===== src/rtl/bg_pixel_fifo.sv =====
// Background pixel FIFO: holds one 8-pixel tile row and shifts it out to the LCD.
// It discards the fine-scroll pixels, maps each index through BGP and tracks the LCD X position.
module bg_pixel_fifo #(
  parameter int X_MAX = 160,
  parameter int DEPTH = 8
) (
  input  logic                       clk_in,
  input  logic                       rst_in,
  input  logic                       tclk_in,
  input  logic                       line_start_in,
  input  logic                       window_start_in,
  input  logic [7:0]                 SCX_in,
  input  logic                       valid_pixels_in,
  input  logic [DEPTH-1:0][1:0]      pixels_in,
  output logic                       bg_fifo_empty_out,
  input  logic [7:0]                 BGP_in,
  input  logic                       bg_ena_in,
  output logic                       pixel_valid_out,
  output logic [1:0]                 pixel_index_out,
  output logic [1:0]                 pixel_color_out,
  output logic [$clog2(X_MAX)-1:0]   X_out,
  output logic                       line_done_out,
  output logic                       push_dropped_out
);

  localparam int XW = $clog2(X_MAX);
  localparam int CW = $clog2(DEPTH + 1);

  logic [DEPTH-1:0][1:0] r_fifo;
  logic [CW-1:0]         r_count;
  logic [2:0]            r_discard;
  logic                  r_active;
  logic [XW-1:0]         r_x;
  logic                  r_pix_vld;
  logic [1:0]            r_index;
  logic [1:0]            r_color;
  logic                  r_line_done;
  logic                  r_drop;

  logic                  w_ctl;
  logic                  w_push;
  logic                  w_pop;
  logic                  w_emit;
  logic                  w_last;
  logic [1:0]            w_idx;
  logic [4:0]            w_unused_scx;

  function automatic logic [1:0] pal_map(input logic [7:0] bgp, input logic [1:0] idx);
    case (idx)
      2'd0:    pal_map = bgp[1:0];
      2'd1:    pal_map = bgp[3:2];
      2'd2:    pal_map = bgp[5:4];
      default: pal_map = bgp[7:6];
    endcase
  endfunction

  // Line start and window entry both flush the FIFO and take precedence over push/pop.
  assign w_ctl  = tclk_in & (line_start_in | (window_start_in & r_active));
  assign w_push = tclk_in & ~w_ctl & valid_pixels_in & (r_count == '0);
  assign w_pop  = tclk_in & ~w_ctl & r_active & (r_count != '0);
  assign w_emit = w_pop & (r_discard == 3'd0);
  assign w_last = (r_x == XW'(X_MAX - 1));
  assign w_idx  = bg_ena_in ? r_fifo[0] : 2'd0;
  assign w_unused_scx = SCX_in[7:3];

  // ---- stage p0: control state and registered outputs ----
  always_ff @(posedge clk_in) begin
    if (rst_in) begin
      r_count     <= '0;
      r_discard   <= 3'd0;
      r_active    <= 1'b0;
      r_x         <= '0;
      r_pix_vld   <= 1'b0;
      r_index     <= 2'd0;
      r_color     <= 2'd0;
      r_line_done <= 1'b0;
      r_drop      <= 1'b0;
    end else begin
      r_pix_vld   <= w_emit;
      r_line_done <= w_emit & w_last;
      r_drop      <= tclk_in & valid_pixels_in & (w_ctl | (r_count != '0));
      if (tclk_in && line_start_in) begin
        r_count   <= '0;
        r_x       <= '0;
        r_discard <= SCX_in[2:0];
        r_active  <= 1'b1;
      end else if (w_ctl) begin
        r_count   <= '0;
        r_discard <= 3'd0;
      end else if (w_push) begin
        r_count <= CW'(DEPTH);
      end else if (w_pop) begin
        if (w_emit && w_last) begin
          r_count  <= '0;
          r_active <= 1'b0;
        end else begin
          r_count <= r_count - 1'b1;
        end
        if (r_discard != 3'd0) r_discard <= r_discard - 1'b1;
        if (w_emit && !w_last) r_x <= r_x + 1'b1;
      end
      if (w_emit) begin
        r_index <= w_idx;
        r_color <= pal_map(BGP_in, w_idx);
      end
    end
  end

  // Pixel storage carries no reset; count alone decides which entries are meaningful.
  always_ff @(posedge clk_in) begin
    if (w_push)
      r_fifo <= pixels_in;
    else if (w_pop)
      r_fifo <= {2'b00, r_fifo[DEPTH-1:1]};
  end

  assign bg_fifo_empty_out = (r_count == '0);
  assign pixel_valid_out   = r_pix_vld;
  assign pixel_index_out   = r_index;
  assign pixel_color_out   = r_color;
  assign X_out             = r_x;
  assign line_done_out     = r_line_done;
  assign push_dropped_out  = r_drop;

endmodule


===== config.mk =====
export PLATFORM = sky130hd
export DESIGN_NAME = bg_pixel_fifo
export DESIGN_NICKNAME = d
export VERILOG_FILES = /design/src/rtl/bg_pixel_fifo.sv
export SDC_FILE = /design/constraint.sdc
export NUM_CORES = 1
export LEC_CHECK = 0
export BUFFER_PORTS_ARGS = -buffer_cell sky130_fd_sc_hd__buf_2
export CORE_AREA = 2 2 68 70
export CTS_BUF_LIST = sky130_fd_sc_hd__clkbuf_8 sky130_fd_sc_hd__clkbuf_16
export DETAILED_ROUTE_END_ITERATION = 12
export DIE_AREA = 0 0 70 72
export PLACE_DENSITY = 0.7
export SLEW_MARGIN = 20
export SYNTH_ARGS = -nofsm -noshare
export SYNTH_HDL_FRONTEND = slang
export SYNTH_SLANG_ARGS = --single-unit

===== constraint.sdc =====
create_clock -name clk_in -period 2.37 [get_ports clk_in]
set_input_delay 0 -clock clk_in [delete_from_list [all_inputs] [get_ports clk_in]]
set_output_delay 0 -clock clk_in [all_outputs]
set_load 0.05 [all_outputs]

; Word level (Yosys, flattened, before mapping)
; Cells that the tools add are included.
; Widths: inputs -> output; s select.
[totals]
register_bits = 39
input_bits = 39
word_cells = 79
[classes]
n_addsub = 3
n_eq_ne = 6
muxes = 17
bitwise = 15
reduce_logical = 20
[ops]
columns = cell, n
row1 = $mux 16, 2
row2 = $mux 3, 5
row3 = $mux 4, 3
row4 = $and 1x1->1, 11
row5 = $reduce_bool 3->1, 3
row6 = $add 8x1->8 const B, 1
row7 = $eq 8x8->1 const B, 1
row8 = $reduce_and 4->1, 2
row9 = $pmux 2 s3, 1
row10 = $reduce_bool 2->1, 3
row11 = $mux 1, 5
row12 = $logic_not 4->1, 1
row13 = $ne 2x1->1 const B, 2
row14 = $reduce_bool 4->1, 1
row15 = $reduce_or 4->1, 1
row16 = $sub 4x1->4 const B, 1
row17 = $logic_and 1x1->1, 3
row18 = $logic_not 3->1, 1
row19 = $ne 3x2->1 const B, 1
row20 = $reduce_and 3->1, 1
row21 = $reduce_or 3->1, 1
row22 = $sub 3x1->3 const B, 1
row23 = $eq 2x1->1 const B, 1
row24 = $eq 2x2->1 const B, 1
row25 = 6 further kinds, 8

; Longest topological paths before layout
; Gate-level depths: netlist of the first run.
[logic_depth]
depth_word = 14
mapped_depth = 9
ltp_nobuf = 7

; Least setup slack after synthesis of the first run
; Ideal clock, no wire load.
[synth_timing]
path_kind = register to register
startpoint = reg r_count[0]
endpoint = reg r_fifo[0] (netlist bit) (enable)
setup_ns = 0.372
arrival_ns = 2.012
required_ns = 1.998
slack_ns = -0.014
stages_incl_launch_ff = 9
cell_sequence = dfxtp_1 > inv_1 > ha_1 > or3b_1 > buf_2 > or3_4 > buf_6 > buf_12 > nand2_1
[synth_via]
elab_chain_cells = 3
[synth_rtl]
columns = item, line
row1 = from (decl), 30  ; logic [CW-1:0] r_count;
row2 = from (signal assigned), 91  ; r_count <= CW'(DEPTH);
row3 = from (signal assigned), 97  ; r_count <= r_count - 1'b1;
row4 = $logic_not 4->1 / $reduce_bool 4->1 (equally long branches), "59, 60"
row5 = $and 1x1->1 (on tied branches), "59, 60"
row6 = $reduce_bool 2->1 (no source line) *, n/a
row7 = to (signal assigned), 112  ; r_fifo <= pixels_in;
row8 = to (signal assigned), 114  ; r_fifo <= {2'b00, r_fifo[DEPTH-1:1]};
row9 = to (decl), 29  ; logic [DEPTH-1:0][1:0] r_fifo;
; Mark *: on every way between the ends. The rest lies on a longest branch, timed or not.
; A chain may end at the register's enable or synchronous reset.

; Worst setup path in the final report of the first run
[layout_timing]
startpoint = reg r_count[0]
endpoint = reg r_fifo[1] (netlist bit) (enable)
; The elaborated chain is that of the path after synthesis.

==> results of run 1 <==
==> where the power goes <==
part | switching (uW) | leakage [uW] | internal (uW)
clock network | 234 | 0.0000581 | 313
registers | 6.54 | 0.000335 | 714
logic | 64.0 | 0.000581 | 67.0
total | 304 | 0.000974 | 1090
==> worst min path at each step <==
stage / from / end / slack (ns) / depth (start not counted)
after detailed placement: pixels_in[14] / r_fifo[14] / 0.30 / 3
final: pixels_in[15] / r_fifo[15] / 0.006 / 3
after global routing: pixels_in[9] / r_fifo[9] / 0.0005 / 2
after global placement: pixels_in[15] / r_fifo[15] / 0.29 / 3
after floorplan: bg_ena_in / pixel_index_out[0] / 0.15 / 2
after CTS: pixels_in[9] / r_fifo[9] / 0.004 / 2
==> synth_stat cells (2+ instances only) <==
library cell,n
dfxtp_1,23
mux2i_1,2
buf_2,2
nand4_1,3
a31oi_1,3
nand2b_1,2
nor3_1,2
nand2_1,17
o31ai_1,2
o21ai_0,5
a41o_1,2
a21oi_1,14
nand3b_1,2
nand4b_1,2
a211oi_1,8
ha_1,5
mux2_2,9
nor2_1,10
nand3_1,8
a32oi_1,2
inv_1,9
edfxtp_1,16
clkbuf_1,5
a21o_1,3
mux2_4,5
==> what timing repair did <==
item                                   in CTS  in global routing
hold buffers                                5                  2
endpoints found under the hold margin       5                  2
gates resized for setup                     0                  0
==> logic make-up after synthesis <==
group	after synthesis	share of synthesized area
flops	39	0.489
fa+ha+maj	5	0.0325
mux	16	0.102
xor+xnor	1	0.00455
buf+inv	18	0.0487
simple gates	60	0.174
compound gates	44	0.150
==> per-stage QoR <==
step | util | total power [uW] | instance area [sq um] | hold slack [ns]
floorplan | - | 819 | 1930 | 0.152
global placement | 0.514 | 858 | 2190 | 0.294
detailed placement | 0.514 | 859 | 2190 | 0.303
CTS | 0.553 | 1410 | 2360 | 0.00438
global route | 0.557 | 1460 | 2380 | 0.000547
finish | 0.557 | 1400 | 2380 | 0.00586
==> tightest hold or removal path, delay by kind of cell <==
kind                   cells  cell delay [ns]
AND/OR/NAND/NOR            1             0.08
buffers and inverters      2             0.10
==> sequential cells by signal (all words and copies together), names as in the netlist <==
| register | count |
|---|---|
| r_fifo | 16 |
| push_dropped_out | 1 |
| pixel_valid_out | 1 |
| pixel_color_out | 2 |
| line_done_out | 1 |
| r_count | 4 |
| r_discard | 3 |
| r_active | 1 |
| X_out | 8 |
| pixel_index_out | 2 |
==> metal layers <==
metal  share of wire  vias up  global-route usage
met5               0        -                   0
met1            0.48      707               0.204
met4          0.0077        0              0.0513
met3           0.057        4              0.0514
met2            0.46       38               0.248
li1                -      796                   -
==> layout by cell type (no fill, tap or decap), types with 2 or more instances in the layout <==
cell type	n
buf_2	49
dfxtp_1	23
nand2_1	16
edfxtp_1	16
a21oi_1	14
nor2_1	10
inv_1	9
mux2_2	9
a211oi_1	8
nand3_1	8
dlygate4sd3_1	7
mux2_4	5
o21ai_0	5
ha_1	5
clkbuf_8	5
a21o_1	3
nand4_1	3
a31oi_1	3
nand3b_1	2
nand2b_1	2
a41o_1	2
o31ai_1	2
mux2i_1	2
a32oi_1	2
nor3_1	2
nand4b_1	2
buf_4	2
==> cell type report <==
type	count	area, sq um
inverter	9	33.8
fill	391	1890
tap	52	65.1
multi-input combinational	126	893
timing repair buffer	58	330
clock buffer	5	68.8
sequential	39	941
clock inverter	3	43.8
==> flow_summary.yaml, run 1 <==
outcome:
  status: "complete, no violations"
route:
  post_drt_via_cell_ratio: 5.29
  antenna_left: 0
  drc_errors: 0
  vias: 1545
  postRouteWirelength_um: 3750
  drtIter0Drc: 56
  drtPass1Iterations: 4
  wire_per_inst_um: 12.8
synth:
  yosysWarnings: 0
  synth_edf_count: 16
  ys_dominant_reg_cell: "dfxtp_1"
  netlist_top_cells_area: "edfxtp_1, dfxtp_1, mux2_2"
  syn-num-nets: 227
  yosys.area.top_type: "edfxtp_1"
  synth_cells: 183
  synth.distinct_cells: 47
  synth_seq_cells: 39
  async_flop_share: 0
  synth_seq_area_share: 0.489
  yosys.area.top_type_share: 0.250
  synthesis.area_sq_um: 1930
  avgSynthCellArea_sq_um: 10.5
layout:
  nets: 283
  area_growth_syn_to_layout_pct: 23.4
  fin_cells: 292
  drive_above_1_share: 0.325
  antenna_cells: 0
worst_setup_path:
  crit_cells: 5
  critPathMaxStageDelay_ns: 0.54
  r2r_start: "r_count[0]"
  crit_slowest_cell: "or3_4"
  cp_max_fo: 19
  worstSetupEndpointType: "register"
  cp-start-kind: "register"
  path_buf_inv: 1
  crit_family: "simple AND/OR/NAND/NOR gates"
  required_ns: 2.33
  worstPathArrival_ns: 2.11
  r2r_slack_ns: 0.22
  crit_chain: "inv_1 -> ha_1 -> or3b_1 -> or3_4 -> nand2_2"
  reg2reg_depth: 5
  crit_path_end: "r_fifo[1]"
  path_class: "register to register"
  cp-startpoint: "r_count[0]"
  r2r-end: "r_fifo[1]"
hold_path:
  hp-class: "input pin to register"
global_route:
  grt_pass1_vias: 1390
  grtUsageTotal: 0.156
  antenna_found_initial: 0
  grt_pass1_wl_um: 6230
  grt-ovfl-total: 0
  grt_max_degree: 20
timing:
  report.final.slew_viol_count: 0
  worst_slew_pin_slew_ns: 0.463
  period_minus_slack_ns: 2.15
  fin_ws_ns: 0.216
  relSlewSlack: 0.691
  rsz0062_at_grt: "false"
  fin_crit_sh: 0.909
  fin_tns_setup_ns: 0
  clock_skew_ns: 0.00808
  fmax_ghz: 0.464
  finalSetupViolCount: 0
  final-hold-violation-count: 0
placed_design:
  pre_cts_slack_ns: 0.211
  gp_congestion: 0.775
  io_buffers: 49
  dpl.hpwl_um: 2650
  placed_cells: 277
run:
  maxCapViolCount: 0
floorplan:
  fp-row-count: 24
  start_util: 0.452
  die_height_um: 72
  io_pins: 55
  dieArea_sq_um: 5040
  die_w_um: 70
  core_area_sq_um: 4260
clocking:
  tritoncts: "done"
  clk_latency_ns: 0.29
  clockBufferDepth: 2
  clk_pin_slew_worst_paths_ns: 0.08
  htreeDepth: 2
  postCtsSetupBuffers: 0
  cts_sinks: 39
  cts-root-buf: "clkbuf_8"
  numCtsBuffers: 5
pwr:
  leakagePower_uw: 0.000974
  power_density_nw_per_um2: 589
  peakVddDrop_mv: 0.297
Note: power is estimated with default switching activity, not from simulation.
==> run 2, diff against run 1 <==
- ABC_AREA: default -> 1
- CORE_AREA: 2 2 68 70 -> 2 2 69 71
- DIE_AREA: 0 0 70 72 -> 0 0 71 73
- HOLD_SLACK_MARGIN: default -> 0.03
==> flow_summary.yaml, run 2 <==
synth:
  ys_dominant_reg_cell: "dfxtp_1"
  synth.most_common_cell: "nand2_1"
  synth.distinct_cells: 24
  async_flop_share: 0
  yosys.area.top_type: "edfxtp_1"
  syn-num-nets: 307
  ys_top_cells_by_count: "nand2_1, inv_1, dfxtp_1"
  synth_seq_cells: 39
  synth_edf_count: 16
  avgSynthCellArea_sq_um: 7.59
  yosys.area.top_type_share: 0.241
  netlist_top_cells_area: "edfxtp_1, dfxtp_1, nand2_1"
  synth_cells: 263
  synthesis.area_sq_um: 2000
  synth_seq_area_share: 0.471
  yosysWarnings: 0
clocking:
  cts-root-buf: "clkbuf_8"
  numCtsBuffers: 5
  clk_latency_ns: 0.28
  clk_pin_slew_worst_paths_ns: 0.07
  htreeDepth: 2
  tritoncts: "done"
  clockBufferDepth: 2
  cts_sinks: 39
worst_setup_path:
  path_class: "register to register"
  worstPathArrival_ns: 1.68
  r2r-end: "r_fifo[6]"
  crit_path_end: "r_fifo[6]"
  r2r_slack_ns: 0.60
  cp_max_fo: 16
  worstSetupEndpointType: "register"
  cp-startpoint: "r_count[0]"
  reg2reg_depth: 5
  r2r_start: "r_count[0]"
  required_ns: 2.29
  cp-start-kind: "register"
layout:
  top_register: "r_fifo"
  nets: 382
  drive_above_1_share: 0.210
  final_common_cell: "nand2_1"
  final_cell_mix: "nand2_1, buf_2, inv_1"
  antenna_cells: 0
  area_growth_syn_to_layout_pct: 29.2
  largest_reg_flops: 16
  final_core_util: 0.568
route:
  wire_per_inst_um: 10.6
  drtIter0Drc: 59
  post_drt_via_cell_ratio: 4.64
  postRouteWirelength_um: 4150
  drc_errors: 0
  drtPass1Iterations: 6
  antenna_left: 0
  vias: 1817
global_route:
  grt_max_degree: 18
  grt-ovfl-total: 0
  grt_pass1_wl_um: 7140
  grt_pass1_vias: 1717
  antenna_found_initial: 0
  grtUsageTotal: 0.174
timing:
  finalSetupViolCount: 0
  clock_skew_ns: 0.00616
  rsz0062_at_grt: "false"
  period_minus_slack_ns: 1.77
  relSlewSlack: 0.561
  report.final.slew_viol_count: 0
  fin_crit_sh: 0.746
  final-hold-violation-count: 0
  fin_tns_setup_ns: 0
  worst_slew_pin_slew_ns: 0.658
  fmax_ghz: 0.566
pwr:
  peakVddDrop_mv: 0.305
  power_density_nw_per_um2: 500
  leakagePower_uw: 0.00122
floorplan:
  dieArea_sq_um: 5180
  die_height_um: 73
  start_util: 0.440
  io_pins: 55
  die_w_um: 71
  core_area_sq_um: 4540
  fp-row-count: 25
placed_design:
  io_buffers: 49
  gp_congestion: 0.833
  dpl.hpwl_um: 2870
outcome:
  status: "complete, no violations"
run:
  maxCapViolCount: 0
hold_path:
  hp-class: "input pin to register"
-- run 2: layer usage --
| layer | track usage | routed length (um) |
|---|---|---|
| met4 | 0.0713 | 65 |
| met5 | 0 | 0 |
| met3 | 0.0428 | 223 |
| met2 | 0.307 | 1950 |
| met1 | 0.204 | 1910 |
-- run 2: final cells by class --
cell class	instances	area (sq um)
Timing Repair Buffer	71	460
Inverter	31	116
Tap cell	54	67.6
Fill cell	433	1960
Multi-Input combinational cell	190	916
Clock inverter	2	7.51
Sequential cell	39	941
Clock buffer	5	68.8
-- run 2: logic make-up after synthesis --
kind of cell	Yosys count	share of synthesized area
AOI/OAI and AO/OA	23	0.0589
xor gates and xnor gates	4	0.0176
adders and majority gates	5	0.0313
buffers and inverters	34	0.0696
DFF	39	0.471
and+or+nand+nor	158	0.351
-- run 2: through the flow --
step	setup WS (ns)	hold slack [ns]	area, sq um	std cells	total power [uW]
4_1_cts	0.565	0.0308	2580	392	1310
5_1_grt	0.428	0.0558	2580	392	1360
2_1_floorplan	0.496	0.160	2000	263	824
3_5_place_dp	0.581	0.277	2300	365	873
3_3_place_gp	0.618	0.269	2300	365	870
6_report	0.602	0.0381	2580	392	1290
-- run 2: worst min-delay path by stage --
stage	from	depth (start not counted)	end	slack, ns
floorplan	tclk_in	2	push_dropped_out	0.16
global placement	pixels_in[12]	3	r_fifo[12]	0.27
detailed placement	pixels_in[10]	3	r_fifo[10]	0.28
CTS	tclk_in	3	push_dropped_out	0.03
global route	tclk_in	3	push_dropped_out	0.06
finish	tclk_in	3	push_dropped_out	0.04
-- run 2: critical path, cell delays in order (launching register included) --
cell,delay (ns)
dfxtp_1,0.35
inv_1,0.08
ha_1,0.21
nand2_2,0.13
nand2_1,0.12
nand2_1,0.51
-- run 2: repair_timing --
item	4_1_cts	5_1_grt
resized for setup	0	0
hold buffers	20	0
endpoints found under the setup margin	0	0
setup buffers	0	0
endpoints found under the hold margin	23	0
-- run 2: report_power, final --
| group | leakage (uW) | internal, uW | switching, uW |
|---|---|---|---|
| clock network | 0.0000466 | 194 | 210 |
| registers | 0.000332 | 717 | 5.82 |
| logic | 0.000841 | 73.2 | 87.3 |
| total | 0.00122 | 984 | 303 |
